## src/rtl/lift_pkg.sv

```systemverilog
`default_nettype none
// +----------------------------------------------------------------------------+
// | Module   : lift_pkg                                                        |
// | Purpose  : Shared types and helpers for the SCAN lift controller: FSM      |
// |            state encoding, travel direction, and the above/below request   |
// |            mask helper used for "requests ahead" decisions.                |
// | Revision : 1.0 - initial release                                           |
// +----------------------------------------------------------------------------+
package lift_pkg;

  // Widest floor bitmap the controller supports; narrower maps are zero-extended.
  localparam int unsigned c_max_floors = 64;

  typedef enum logic [1:0] {
    IDLE      = 2'd0,
    MOVE_UP   = 2'd1,
    MOVE_DOWN = 2'd2,
    DOOR_OPEN = 2'd3
  } state_t;

  typedef enum logic {
    UP   = 1'b0,
    DOWN = 1'b1
  } dir_t;

  typedef struct packed {
    logic [c_max_floors-1:0] above;
    logic [c_max_floors-1:0] below;
  } ahead_t;

  // Splits a pending bitmap into the requests strictly above and strictly
  // below the given floor. The floor's own bit appears in neither mask.
  function automatic ahead_t ahead_masks(input logic [c_max_floors-1:0] pend,
                                         input int unsigned             floor_idx);
    ahead_t m;
    m = '0;
    for (int unsigned i = 0; i < c_max_floors; i++) begin
      m.above[i] = pend[i] && (i > floor_idx);
      m.below[i] = pend[i] && (i < floor_idx);
    end
    return m;
  endfunction

endpackage
`default_nettype wire

```

## src/rtl/lift_scan_controller_key_edge_sync.sv

```systemverilog
`default_nettype none
// +----------------------------------------------------------------------------+
// | Module   : key_edge_sync                                                   |
// | Purpose  : Two-flop synchroniser for the active-low request pushbutton     |
// |            followed by a falling-edge detector. Emits a one-cycle pulse    |
// |            per press, however long the button is held.                     |
// | Ports    : clk      - system clock                                         |
// |            rst      - asynchronous active-high reset                       |
// |            i_key_n  - raw active-low button, asynchronous to clk           |
// |            o_fall   - one-cycle press event                                |
// | Revision : 1.0 - initial release                                           |
// +----------------------------------------------------------------------------+
module key_edge_sync
  import lift_pkg::*;
(
  input  logic clk,
  input  logic rst,
  input  logic i_key_n,
  output logic o_fall
);

  logic r_sync1;
  logic r_sync2;
  logic r_prev;

  // All flops reset to 1 (button released) so reset release never fakes a press.
  always_ff @(posedge clk or posedge rst) begin
    if (rst) begin
      r_sync1 <= 1'b1;
      r_sync2 <= 1'b1;
      r_prev  <= 1'b1;
    end else begin
      r_sync1 <= i_key_n;
      r_sync2 <= r_sync1;
      r_prev  <= r_sync2;
    end
  end

  assign o_fall = r_prev & ~r_sync2;

endmodule
`default_nettype wire

```

## src/rtl/lift_scan_controller.sv

```systemverilog
`default_nettype none
// +----------------------------------------------------------------------------+
// | Module   : lift_scan_controller                                            |
// | Purpose  : Multi-request lift controller. Latches floor requests into a    |
// |            pending bitmap and serves them in SCAN order with a per-floor   |
// |            travel time and a timed door dwell.                             |
// | Ports    : CLOCK_50  - system clock                                        |
// |            RESET     - asynchronous active-high reset                      |
// |            SW        - request selection, bit i = floor i                  |
// |            KEY0      - active-low request pushbutton (async)               |
// |            floor_cur - current floor, binary                               |
// |            pending   - outstanding request bitmap                          |
// |            dir_up    - cabin travelling up                                 |
// |            dir_down  - cabin travelling down                               |
// |            LED_G     - door open                                           |
// |            LED_R     - door closed (always ~LED_G)                         |
// | Revision : 1.0 - initial release                                           |
// +----------------------------------------------------------------------------+
module lift_scan_controller
  import lift_pkg::*;
#(
  parameter  int unsigned N_FLOORS        = 9,
  parameter  int unsigned TICKS_PER_FLOOR = 50_000_000,
  parameter  int unsigned DOOR_TICKS      = 100_000_000,
  localparam int unsigned FW              = (N_FLOORS > 2) ? $clog2(N_FLOORS) : 1
) (
  input  logic                CLOCK_50,
  input  logic                RESET,
  input  logic [N_FLOORS-1:0] SW,
  input  logic                KEY0,
  output logic [FW-1:0]       floor_cur,
  output logic [N_FLOORS-1:0] pending,
  output logic                dir_up,
  output logic                dir_down,
  output logic                LED_G,
  output logic                LED_R
);

  localparam int unsigned c_tmax = (TICKS_PER_FLOOR > DOOR_TICKS) ? TICKS_PER_FLOOR : DOOR_TICKS;
  localparam int unsigned c_tw   = $clog2(c_tmax + 1);
  localparam logic [c_tw-1:0] c_tick_load = c_tw'(TICKS_PER_FLOOR - 1);
  localparam logic [c_tw-1:0] c_door_load = c_tw'(DOOR_TICKS - 1);

  logic                w_key_evt;
  state_t              r_state;
  state_t              w_state_nx;
  dir_t                r_last_dir;
  dir_t                w_last_dir_nx;
  logic [FW-1:0]       r_floor;
  logic [FW-1:0]       w_floor_nx;
  logic [FW-1:0]       w_step_floor;
  logic [c_tw-1:0]     r_timer;
  logic [c_tw-1:0]     w_timer_nx;
  logic [N_FLOORS-1:0] r_pending;
  logic [N_FLOORS-1:0] w_pending_nx;
  logic [N_FLOORS-1:0] w_req;
  logic [N_FLOORS-1:0] w_req_keep;
  logic [N_FLOORS-1:0] w_clear;
  logic [N_FLOORS-1:0] w_cur_onehot;
  logic [N_FLOORS-1:0] w_step_onehot;
  ahead_t              w_cur_masks;
  ahead_t              w_step_masks;
  logic                w_cur_hit;
  logic                w_any_above;
  logic                w_any_below;
  logic                w_step_above;
  logic                w_step_below;

  key_edge_sync u_key_edge_sync (
    .clk     (CLOCK_50),
    .rst     (RESET),
    .i_key_n (KEY0),
    .o_fall  (w_key_evt)
  );

  assign w_req     = w_key_evt ? SW : '0;
  assign w_cur_hit = w_key_evt & SW[r_floor];

  // Floor the cabin arrives at when the travel timer expires. Only meaningful
  // in the MOVE states, which are never entered at the end stops.
  assign w_step_floor = (r_state == MOVE_DOWN) ? (r_floor - FW'(1)) : (r_floor + FW'(1));

  assign w_cur_onehot  = N_FLOORS'(1) << r_floor;
  assign w_step_onehot = N_FLOORS'(1) << w_step_floor;

  assign w_cur_masks  = ahead_masks(c_max_floors'(r_pending), 32'(r_floor));
  assign w_step_masks = ahead_masks(c_max_floors'(r_pending), 32'(w_step_floor));
  assign w_any_above  = |w_cur_masks.above;
  assign w_any_below  = |w_cur_masks.below;
  assign w_step_above = |w_step_masks.above;
  assign w_step_below = |w_step_masks.below;

  always_ff @(posedge CLOCK_50 or posedge RESET) begin
    if (RESET) begin
      r_state    <= IDLE;
      r_last_dir <= UP;
      r_floor    <= '0;
      r_timer    <= '0;
      r_pending  <= '0;
    end else begin
      r_state    <= w_state_nx;
      r_last_dir <= w_last_dir_nx;
      r_floor    <= w_floor_nx;
      r_timer    <= w_timer_nx;
      r_pending  <= w_pending_nx;
    end
  end

  always_comb begin
    w_state_nx    = r_state;
    w_last_dir_nx = r_last_dir;
    w_floor_nx    = r_floor;
    w_timer_nx    = r_timer;
    w_req_keep    = w_req;
    w_clear       = '0;

    unique case (r_state)
      IDLE: begin
        // A press for the floor we are parked at opens the door instead of
        // becoming a pending request.
        w_req_keep = w_req & ~w_cur_onehot;
        if (r_pending[r_floor] || w_cur_hit) begin
          w_clear    = w_cur_onehot;
          w_state_nx = DOOR_OPEN;
          w_timer_nx = c_door_load;
        end else if (w_any_above && ((r_last_dir == UP) || !w_any_below)) begin
          w_state_nx    = MOVE_UP;
          w_last_dir_nx = UP;
          w_timer_nx    = c_tick_load;
        end else if (w_any_below) begin
          w_state_nx    = MOVE_DOWN;
          w_last_dir_nx = DOWN;
          w_timer_nx    = c_tick_load;
        end
      end

      MOVE_UP, MOVE_DOWN: begin
        if (r_timer != '0) begin
          w_timer_nx = r_timer - c_tw'(1);
        end else begin
          // Arrival: step the floor and decide stop / continue / idle on the
          // same edge so adjacent floors are exactly TICKS_PER_FLOOR apart.
          w_floor_nx = w_step_floor;
          if (r_pending[w_step_floor]) begin
            w_clear    = w_step_onehot;
            w_state_nx = DOOR_OPEN;
            w_timer_nx = c_door_load;
          end else if ((r_state == MOVE_UP) ? w_step_above : w_step_below) begin
            w_timer_nx = c_tick_load;
          end else begin
            w_state_nx = IDLE;
          end
        end
      end

      DOOR_OPEN: begin
        // Re-pressing the open floor extends the dwell rather than queueing.
        w_req_keep = w_req & ~w_cur_onehot;
        if (w_cur_hit) begin
          w_timer_nx = c_door_load;
        end else if (r_timer == '0) begin
          w_state_nx = IDLE;
        end else begin
          w_timer_nx = r_timer - c_tw'(1);
        end
      end

      default: begin
        w_state_nx = IDLE;
      end
    endcase
  end

  // Clear beats a same-cycle request for the floor being served.
  assign w_pending_nx = (r_pending | w_req_keep) & ~w_clear;

  assign floor_cur = r_floor;
  assign pending   = r_pending;
  assign dir_up    = (r_state == MOVE_UP);
  assign dir_down  = (r_state == MOVE_DOWN);
  assign LED_G     = (r_state == DOOR_OPEN);
  assign LED_R     = ~LED_G;

endmodule
`default_nettype wire

```

## config.mk

```make
export PLATFORM = sky130hd
export DESIGN_NAME = lift_scan_controller
export DESIGN_NICKNAME = d
export VERILOG_FILES = /design/src/rtl/lift_pkg.sv /design/src/rtl/lift_scan_controller_key_edge_sync.sv /design/src/rtl/lift_scan_controller.sv
export SDC_FILE = /design/constraint.sdc
export NUM_CORES = 1
export LEC_CHECK = 0
export BUFFER_PORTS_ARGS = -buffer_cell sky130_fd_sc_hd__buf_4
export CORE_AREA = 2 2 95 97
export CTS_CLUSTER_SIZE = 28
export DETAILED_ROUTE_END_ITERATION = 10
export DIE_AREA = 0 0 97 99
export PLACE_DENSITY = 0.66
export SLEW_MARGIN = 25
export SYNTH_ARGS = -nofsm -noshare
export SYNTH_HDL_FRONTEND = slang
export SYNTH_HIERARCHICAL = 1
export SYNTH_SLANG_ARGS = --single-unit
```

## constraint.sdc

```tcl
create_clock -name CLOCK_50 -period 8.73 [get_ports CLOCK_50]
set_input_delay 0.873 -clock CLOCK_50 [delete_from_list [all_inputs] [get_ports CLOCK_50]]
set_output_delay 0.873 -clock CLOCK_50 [all_outputs]
set_load 0.02 [all_outputs]
```

==> flow_summary_export.csv, run 1 <==
group,metric,value,unit
synth,synthMuxAreaShare,5.89,%
global_route,grt-ovfl-total,0,
clock_tree,clk_path_buf_depth,2,
synth,synth_top_family_by_area,"compound AO/OA/AOI/OAI gates",
worst_setup_path,critPathRequiredTime,8.97,ns
worst_setup_path,endpoint_kind,"flip-flop",
global_route,antenna_found_initial,0,
sta,post-route-period-util,52.1,%
route,top_layer,"met4",
clock_tree,clockRootBuffer,"clkbuf_8",
synth,synth_adder_area_share,4.79,%
power,p_leak,1.50,nW
clock_tree,htree_num_levels,2,
cells_and_area,fin_util,48.8,%
cells_and_area,layout_common_cells,"nor2_1, dfrtp_1, a21oi_1",
die,start_util,45.2,%
synth,async_reset_ff_share,100,%
clock_tree,cts.sinks,46,
die,fp.coreArea,8550,µm²
synth,syn-num-nets,495,
cells_and_area,nNetsFinal,502,
clock_tree,post_cts_resized,0,
die,pin_count,29,
global_route,grt_pass1_vias,3673,
synth,yosys_warnings,6,
sta,finalHoldViolations,0,
sta,setup_ws,4.18,ns
synth,ys.flop_type,"dfrtp_1",
power,p_switching,0.000118,W
cells_and_area,antenna_cells,0,
place,portBuffers,28,
sta,worst_pin_slew,0.962,ns
sta,drv_slew,0,
worst_setup_path,start_kind,"flip-flop",
synth,synth-simple-area-share,21.4,%
sta,slew_headroom,35.9,%
cells_and_area,drive_gt1_share,15.1,%
power,peakVddDrop,0.0745,mV
clock_tree,cts_inserted_buffers,5,
sta,fmax,220,MHz
synth,avgSynthCellArea,8.25,µm²
place,place.gp.congestion,0.980,
power,clkPwrFrac,36.6,%
die,die_h,99,µm
power,power_density,108,nW/µm²
die,die_width,97,µm
global_route,grt_pass1_wl,18.8,mm
route,wl_met3,928,µm
power,swShare,26.3,%
worst_setup_path,worstPathMaxFanout,26,
synth,ys_seq_elements,46,
synth,syn_inst,469,
power,seq_power_share,52.5,%
route,met1Wirelength,4.78,mm
route,wl_met2,5.20,mm
power,internal_power,0.000331,W
sta,period_minus_slack,4.55,ns
synth,synth_compound_area_share,30.8,%
synth,yosysSeqAreaShare,29.9,%
cells_and_area,area_growth,7.89,%
run_status,status,"finished, final reports clean",
route,drc,0,
route,wl_per_cell,19.3,µm
sta,setup_viol_count_final,0,
route,drt_iter0_drc,324,
worst_setup_path,critical_path_arrival,4.79,ns
die,rows,34,
route,ant_nets,0,
sta,finalSetupTns,0,ns
power,combPwrFrac,10.9,%
global_route,grt_max_degree,44,
clock_tree,cts_tree,"yes",
route,drt-vias-per-instance,6.54,
cells_and_area,final_common_cell,"nor2_1",
clock_tree,cts_hold_buf,0,
global_route,globalRouteTotalUtil,23.6,%
synth,netlist_area,3870,µm²
synth,ys_types,79,
clock_tree,clk_pin_slew,0.09,ns
synth,synth-edff-count,0,
worst_setup_path,path_class,"reg -> reg",
place,dp_hpwl,7.91,mm
die,die_area,9600,µm²
route,dr.pass1.iters,8,
place,pre_cts_ws,4.27,ns
synth,synth-xor-area-share,1.33,%
clock_tree,insertion_delay,0.30,ns
route,vias,3828,
cells_and_area,fillCellCount,834,
flow_run,drv_cap,0,
route,drt_wl_total,11.3,mm
sta,skew,0.0150,ns
clock_tree,post_cts_buffers,0,
sta,rsz0062_at_grt,"no",
min_path,hp-class,"reg -> reg",
[power groups by stage]
| stage | Sequential (W) | Clock [W] | Combinational, W |
|---|---|---|---|
| floorplan | 0.000237 | 0 | 0.0000366 |
| global placement | 0.000239 | 0 | 0.0000471 |
| detailed placement | 0.000240 | 0 | 0.0000484 |
| CTS | 0.000236 | 0.000171 | 0.0000487 |
| global route | 0.000238 | 0.000179 | 0.0000579 |
| finish | 0.000236 | 0.000164 | 0.0000490 |
[Yosys cell counts, types with 4 or more instances]
master    instances  area share [%]
a21oi_1          42             5.4
a31oi_1          16             2.6
a32oi_1           4            0.91
and2_1            6            0.97
buf_2             8             1.0
buf_6             4             1.2
clkbuf_1         13             1.3
dfrtp_1          43              28
ha_1             14             4.5
inv_1            17             1.6
mux2i_1           9             2.3
nand2_1          32             3.1
nand3_1           8             1.0
nor2_1           44             4.3
nor3_1           20             2.6
nor4_1            9             1.5
o21ai_0          34             4.4
o21ai_1          26             3.4
o22a_1            6             1.4
o22ai_1           5            0.81
o31ai_1          12             2.3
or3_1             4            0.65
[critical path, cell delays in order, from the launching register on]
cell,delay (ns)
dfrtp_1,0.80
inv_2,0.24
ha_1,0.33
ha_1,0.38
mux2i_1,0.51
a211oi_1,0.15
o22a_1,0.22
o31ai_1,0.21
and2_1,0.19
o311a_4,0.35
or2_1,0.79
o32a_1,0.29
[flip-flops by register name, summed over array words and instances (netlist names)]
register	count
u_key_edge_sync/r_prev	1
floor_cur	4
u_key_edge_sync/r_sync1	1
pending	9
r_state	2
u_key_edge_sync/r_sync2	1
r_last_dir	1
r_timer	27
[path summary, 6_finish.rpt]
path                                         start                 endpoint  slack [ns]  depth (start not counted)
setup / recovery                      floor_cur[0]              r_timer[24]        4.18                         11
hold / removal             u_key_edge_sync/r_sync1  u_key_edge_sync/r_sync2        0.36                          0
setup reg to reg                      floor_cur[0]              r_timer[24]        4.18                         11
hold reg to reg            u_key_edge_sync/r_sync1  u_key_edge_sync/r_sync2        0.36                          0
max in group asynchronous                    RESET               r_timer[9]        7.55                          2
min in group asynchronous                    RESET   u_key_edge_sync/r_prev        0.63                          2
[cells by family after synthesis]
| logic type | count (synthesis) |
|---|---|
| xor+xnor | 5 |
| simple gates | 156 |
| compound gates | 182 |
| buf+inv | 48 |
| mux | 17 |
| flops | 46 |
| fa+ha+maj | 15 |
[layout make-up]
type | count | area, µm² | area share, %
repair buffers | 29 | 218 | 5.22
clock buffers | 5 | 68.8 | 1.65
well taps | 108 | 135 | 3.24
multi-input cells | 375 | 2480 | 59.4
clock inverters | 3 | 43.8 | 1.05
inverters | 19 | 72.6 | 1.74
flip-flops and latches | 46 | 1150 | 27.7
[per-layer routing]
layer | GRT usage (%) | vias up
met2 | 37.9 | 218
met1 | 32.0 | 1790
li1 | - | 1780
met4 | 9.21 | 0
met3 | 3.97 | 40
met5 | 0 | -
[stage by stage]
stage	hold WS, ns	std cells	cell area (µm²)	total power (W)
2_1_floorplan	0.345	469	3870	0.000274
3_3_place_gp	0.348	577	4060	0.000287
3_5_place_dp	0.347	577	4060	0.000288
4_1_cts	0.366	585	4170	0.000455
5_1_grt	0.371	585	4170	0.000475
6_report	0.362	585	4170	0.000449
(Power assumes the default switching activity.)
==> inputs of run 2 (changes only) <==
Clock period 8.73 ns to 4.5 ns, I/O delays scaled along.
==> run 2 against run 1 <==
Net effect:
- die area stayed put
- final cell count is 0.85% higher
- global-route usage fell by 0.55 points
- critical path depth rose by 1
- power grew 96%
- combinational power is 94% higher
- register-to-register slack worse by 3.4 ns
- first-iteration DRC count fell by 20%
- fmax grew 23%
- highest routed layer unchanged
==> flow_summary_export.csv, run 2 (same netlist as run 1, synthesis figures left out) <==
group,metric,value,unit
run_status,status,"finished, final reports clean",
place,dp.cells,582,
sta,post-route-period-util,82.2,%
worst_setup_path,critical_path_arrival,3.88,ns
route,drt_wl_total,11.3,mm
clock_tree,clockRootBuffer,"clkbuf_8",
sta,skew,0.00965,ns
cells_and_area,largest_register_ffs,27,
cells_and_area,drive_gt1_share,16.0,%
clock_tree,clk_path_buf_depth,2,
place,placed_cell_area,4100,µm²
global_route,grt_pass1_vias,3560,
route,ant_nets,0,
cells_and_area,top_register,"r_timer",
sta,timing.hold.ws,0.197,ns
sta,rsz0062_at_grt,"no",
power,power_density,209,nW/µm²
die,pin_count,29,
sta,setup_viol_count_final,0,
cells_and_area,register_area,1150,µm²
min_path,hp-class,"in -> async",
clock_tree,insertion_delay,0.31,ns
die,die_width,97,µm
power,peakVddDrop,0.181,mV
worst_setup_path,critPathRequiredTime,4.68,ns
sta,fmax,270,MHz
clock_tree,cts_hold_buf,0,
clock_tree,cts.sinks,46,
clock_tree,post_cts_resized,0,
cells_and_area,finalInstanceArea,4220,µm²
route,drc,0,
sta,finalHoldViolations,0,
worst_setup_path,path_class,"reg -> reg",
global_route,antenna_found_initial,0,
cells_and_area,area_growth,8.99,%
cells_and_area,fin_cells,590,
route,drt-vias-per-instance,6.48,
route,wl_per_cell,19.2,µm
sta,slew_headroom,46.5,%
flow_run,drv_cap,0,
cells_and_area,final_common_cell,"nor2_1",
worst_setup_path,start_kind,"flip-flop",
worst_setup_path,endpoint_kind,"flip-flop",
global_route,grt_pass1_wl,18.2,mm
place,place.gp.congestion,0.952,
global_route,grt-ovfl-total,0,
clock_tree,cts_inserted_buffers,5,
power,p_leak,1.52,nW
cells_and_area,layout_common_cells,"nor2_1, dfrtp_1, a21oi_1",
place,portBuffers,28,
cells_and_area,antenna_cells,0,
cells_and_area,nNetsFinal,507,
sta,period_minus_slack,3.70,ns
route,drt_iter0_drc,259,
clock_tree,htree_num_levels,2,
route,vias,3821,
die,die_area,9600,µm²
route,dr.pass1.iters,5,
clock_tree,post_cts_buffers,0,
clock_tree,clk_pin_slew,0.10,ns
clock_tree,cts_tree,"yes",
die,start_util,45.2,%
worst_setup_path,worstPathMaxFanout,26,
die,die_h,99,µm
sta,worst_pin_slew,0.795,ns
sta,drv_slew,0,
place,dp_hpwl,7.99,mm
cells_and_area,multi_input_area,2480,µm²
global_route,grt_max_degree,44,
global_route,globalRouteTotalUtil,23.1,%
die,rows,34,
die,fp.coreArea,8550,µm²
sta,finalSetupTns,0,ns
cells_and_area,fillCellCount,844,
power,finalPower,0.000879,W
## run 2: layer usage
| metal | global-route usage [%] | up-vias | part of all wire (%) | routed length, µm |
|---|---|---|---|---|
| met5 | 0 | - | 0 | 0 |
| met4 | 8.02 | 0 | 2.8 | 315 |
| met3 | 4.33 | 30 | 7.6 | 862 |
| met2 | 38.1 | 181 | 47 | 5270 |
| met1 | 30.5 | 1827 | 43 | 4850 |
| li1 | - | 1783 | - | - |
## run 2: critical path: stages (launching register included)
cell,delay [ns]
dfrtp_1,0.54
inv_1,0.13
ha_1,0.27
ha_1,0.39
mux2i_1,0.52
a211oi_1,0.16
o22a_1,0.23
o31ai_1,0.21
and2_1,0.19
o311a_4,0.35
or2_1,0.17
buf_4,0.27
o31ai_1,0.12
## run 2: stage by stage
stage	utilization [%]	worst slack (ns)
2_1_floorplan	-	1.07
3_3_place_gp	47.9	0.969
3_5_place_dp	47.9	0.895
4_1_cts	49.3	0.876
5_1_grt	49.3	0.614
6_report	49.3	0.802
## run 2: final timing paths
| check | from | endpoint | slack (ns) | cells after the start |
|---|---|---|---|---|
| max in group asynchronous | RESET | r_timer[24] | 3.76 | 2 |
| hold / removal | RESET | u_key_edge_sync/r_sync1 | 0.20 | 2 |
| min in group CLOCK_50 | KEY0 | u_key_edge_sync/r_sync1 | 0.25 | 1 |
| setup / recovery | floor_cur[1] | r_timer[11] | 0.80 | 12 |
| setup reg to reg | floor_cur[1] | r_timer[11] | 0.80 | 12 |
| hold reg to reg | u_key_edge_sync/r_sync1 | u_key_edge_sync/r_sync2 | 0.36 | 0 |
## run 2: cell type report
type	count	share of cell area, %
clock buffer	5	1.63
clock inverter	3	1.16
inverter	19	1.72
multi-input combinational	375	58.8
sequential	46	27.4
tap	108	3.21
timing repair buffer	34	6.06
## run 2: where the power goes
group	internal [W]	leakage (nW)	switching (W)
registers	0.000436	0.492	0.0000224
logic	0.0000401	0.974	0.0000553
clock network	0.000169	0.0563	0.000156
total	0.000645	1.52	0.000234
==> inputs of run 3 (changes only) <==
Settings changed: PLACE_DENSITY 0.66 to 0.68.
Clock period 4.5 ns to 3.3 ns, I/O delays scaled along.
==> run 3 against run 2 <==
Net effect:
- design area is 2.4% higher
- power grew 27%
- die area stayed put
- critical path depth stayed put
- core utilization rose by 1.2 points
- clock power rose by 12%
- worst hold slack got worse by 0.12 ns
- final cell count increased by 2.5%
- routed wire length decreased by 0.35%
- first-iteration DRC count increased by 6.2%
- register-to-register slack worse by 0.66 ns
- count of clock-buffer cells in the layout unchanged
==> flow_summary_export.csv, run 3 (same netlist as run 1, synthesis figures left out) <==
group,metric,value,unit
worst_setup_path,crit_slowest_cell,"dfrtp_2",
clock_tree,cts_tree,"yes",
power,peakVddDrop,0.212,mV
route,drt-vias-per-instance,6.40,
sta,drv_slew,0,
worst_setup_path,critPathRequiredTime,3.49,ns
global_route,grt_pass1_vias,3657,
die,die_h,99,µm
min_path,hp-class,"in -> async",
sta,rsz0062_at_grt,"no",
cells_and_area,fin_cells,605,
power,power_density,259,nW/µm²
worst_setup_path,r2r_slack,0.14,ns
cells_and_area,area_growth,11.6,%
sta,period_minus_slack,3.16,ns
place,dp_hpwl,8.17,mm
clock_tree,cts_inserted_buffers,5,
route,ant_nets,0,
place,portBuffers,28,
die,rows,34,
die,die_area,9600,µm²
die,start_util,45.2,%
flow_run,drv_cap,0,
place,place.gp.congestion,0.985,
sta,slew_headroom,46.7,%
run_status,status,"finished, final reports clean",
cells_and_area,antenna_cells,0,
global_route,grt_pass1_wl,18.6,mm
clock_tree,clockRootBuffer,"clkbuf_8",
worst_setup_path,crit_path_max_incr_delay,0.42,ns
sta,timing.hold.ws,0.0794,ns
worst_setup_path,path_class,"reg -> reg",
clock_tree,htree_num_levels,2,
power,p_leak,1.58,nW
clock_tree,clk_path_buf_depth,2,
global_route,grt_max_degree,44,
worst_setup_path,critPathBufInv,2,
sta,finalSetupTns,0,ns
clock_tree,clk_pin_slew,0.09,ns
clock_tree,cts_hold_buf,0,
die,fp.coreArea,8550,µm²
cells_and_area,top_register,"r_timer",
worst_setup_path,path_cells,"inv_1 -> ha_1 -> ha_2 -> nand4bb_1 -> a21oi_1 -> a211oi_1 -> o221ai_1 -> nor4_2 -> o311a_4 -> or2_1 -> buf_12 -> o32a_1",
die,die_width,97,µm
route,drc,0,
sta,worst_pin_slew,0.799,ns
cells_and_area,layout_common_cells,"buf_4, nor2_1, a21oi_1",
worst_setup_path,critical_path_arrival,3.35,ns
route,drt_iter0_drc,275,
worst_setup_path,start_kind,"flip-flop",
worst_setup_path,crit_family,"compound AO/OA/AOI/OAI gates",
cells_and_area,drive_gt1_share,19.1,%
die,pin_count,29,
route,wl_per_cell,18.6,µm
global_route,grt-ovfl-total,0,
clock_tree,post_cts_resized,0,
sta,setup_viol_count_final,0,
cells_and_area,final_common_cell,"buf_4",
sta,post-route-period-util,95.7,%
place,dp.cells,597,
route,dr.pass1.iters,5,
cells_and_area,nNetsFinal,522,
clock_tree,cts.sinks,46,
global_route,antenna_found_initial,0,
global_route,grt_busiest_layer,"met2",
clock_tree,post_cts_buffers,0,
clock_tree,insertion_delay,0.32,ns
global_route,use_met3,3.69,%
global_route,globalRouteTotalUtil,23.4,%
sta,skew,0.0151,ns
worst_setup_path,worstPathMaxFanout,24,
route,drt_wl_total,11.3,mm
sta,finalHoldViolations,0,
worst_setup_path,endpoint_kind,"flip-flop",
global_route,gr-usage-met1,30.7,%
cells_and_area,largest_register_ffs,27,
sta,fmax,317,MHz
route,vias,3875,
global_route,grtUsageMet2,39.7,%
## run 3: changes by cell type in the layout (fill, tap and decap cells not counted)
cell / change
clkinv_2: +1
dfrtp_1: -2
dfrtp_2: +2
bufinv_16: -1
buf_4: +14
inv_8: -1
ha_1: -1
ha_2: +1
buf_12: +1
clkinv_4: +1
## run 3: path summary, 6_finish.rpt
path,cells after the start,to,start
worst max-delay path,12,r_timer[24],floor_cur[1]
worst min-delay path,2,u_key_edge_sync/r_sync2,RESET
worst max register to register,12,r_timer[24],floor_cur[1]
worst min register to register,0,u_key_edge_sync/r_sync2,u_key_edge_sync/r_sync1
max in group asynchronous,2,floor_cur[1],RESET
min in group CLOCK_50,1,u_key_edge_sync/r_sync1,KEY0
## run 3: report_power, final
group	total [W]	switching (W)	internal, W
Sequential	0.000623	0.0000289	0.000594
Clock	0.000364	0.000215	0.000149
Combinational	0.000131	0.0000757	0.0000550
Total	0.00112	0.000320	0.000798
## run 3: area by class of cell
class,instances,area (µm²)
Timing Repair Buffer,49,380
Inverter,19,72.6
Clock inverter,3,21.3
Clock buffer,5,68.8
Fill cell,824,4230
Tap cell,108,135
Multi-Input combinational cell,375,2480
Sequential cell,46,1160
## run 3: per-stage QoR
stage	total power, W	instance area, µm²	util, %	setup slack (ns)
after floorplan	0.000724	3870	-	0.00988
after CTS	0.00113	4310	50.5	0.125
final	0.00112	4320	50.5	0.143
after detailed placement	0.000764	4220	49.4	0.140
after global placement	0.000760	4220	49.4	0.232
after global routing	0.00117	4320	50.5	0.0150
## run 3: routing by layer
| metal | vias to the layer above | part of all wire [%] |
|---|---|---|
| met5 | - | 0 |
| met4 | 0 | 2.1 |
| met3 | 24 | 8.2 |
| met2 | 179 | 48 |
| met1 | 1861 | 42 |
| li1 | 1811 | - |
## run 3: worst reg2reg max path, cell delays in order, from the launching register on
cell and delay, ns:
dfrtp_2 0.42, inv_1 0.10, ha_1 0.19, ha_2 0.32, nand4bb_1 0.19, a21oi_1 0.20, a211oi_1 0.07, o221ai_1 0.27
nor4_2 0.08, o311a_4 0.42, or2_1 0.27, buf_12 0.17, o32a_1 0.34
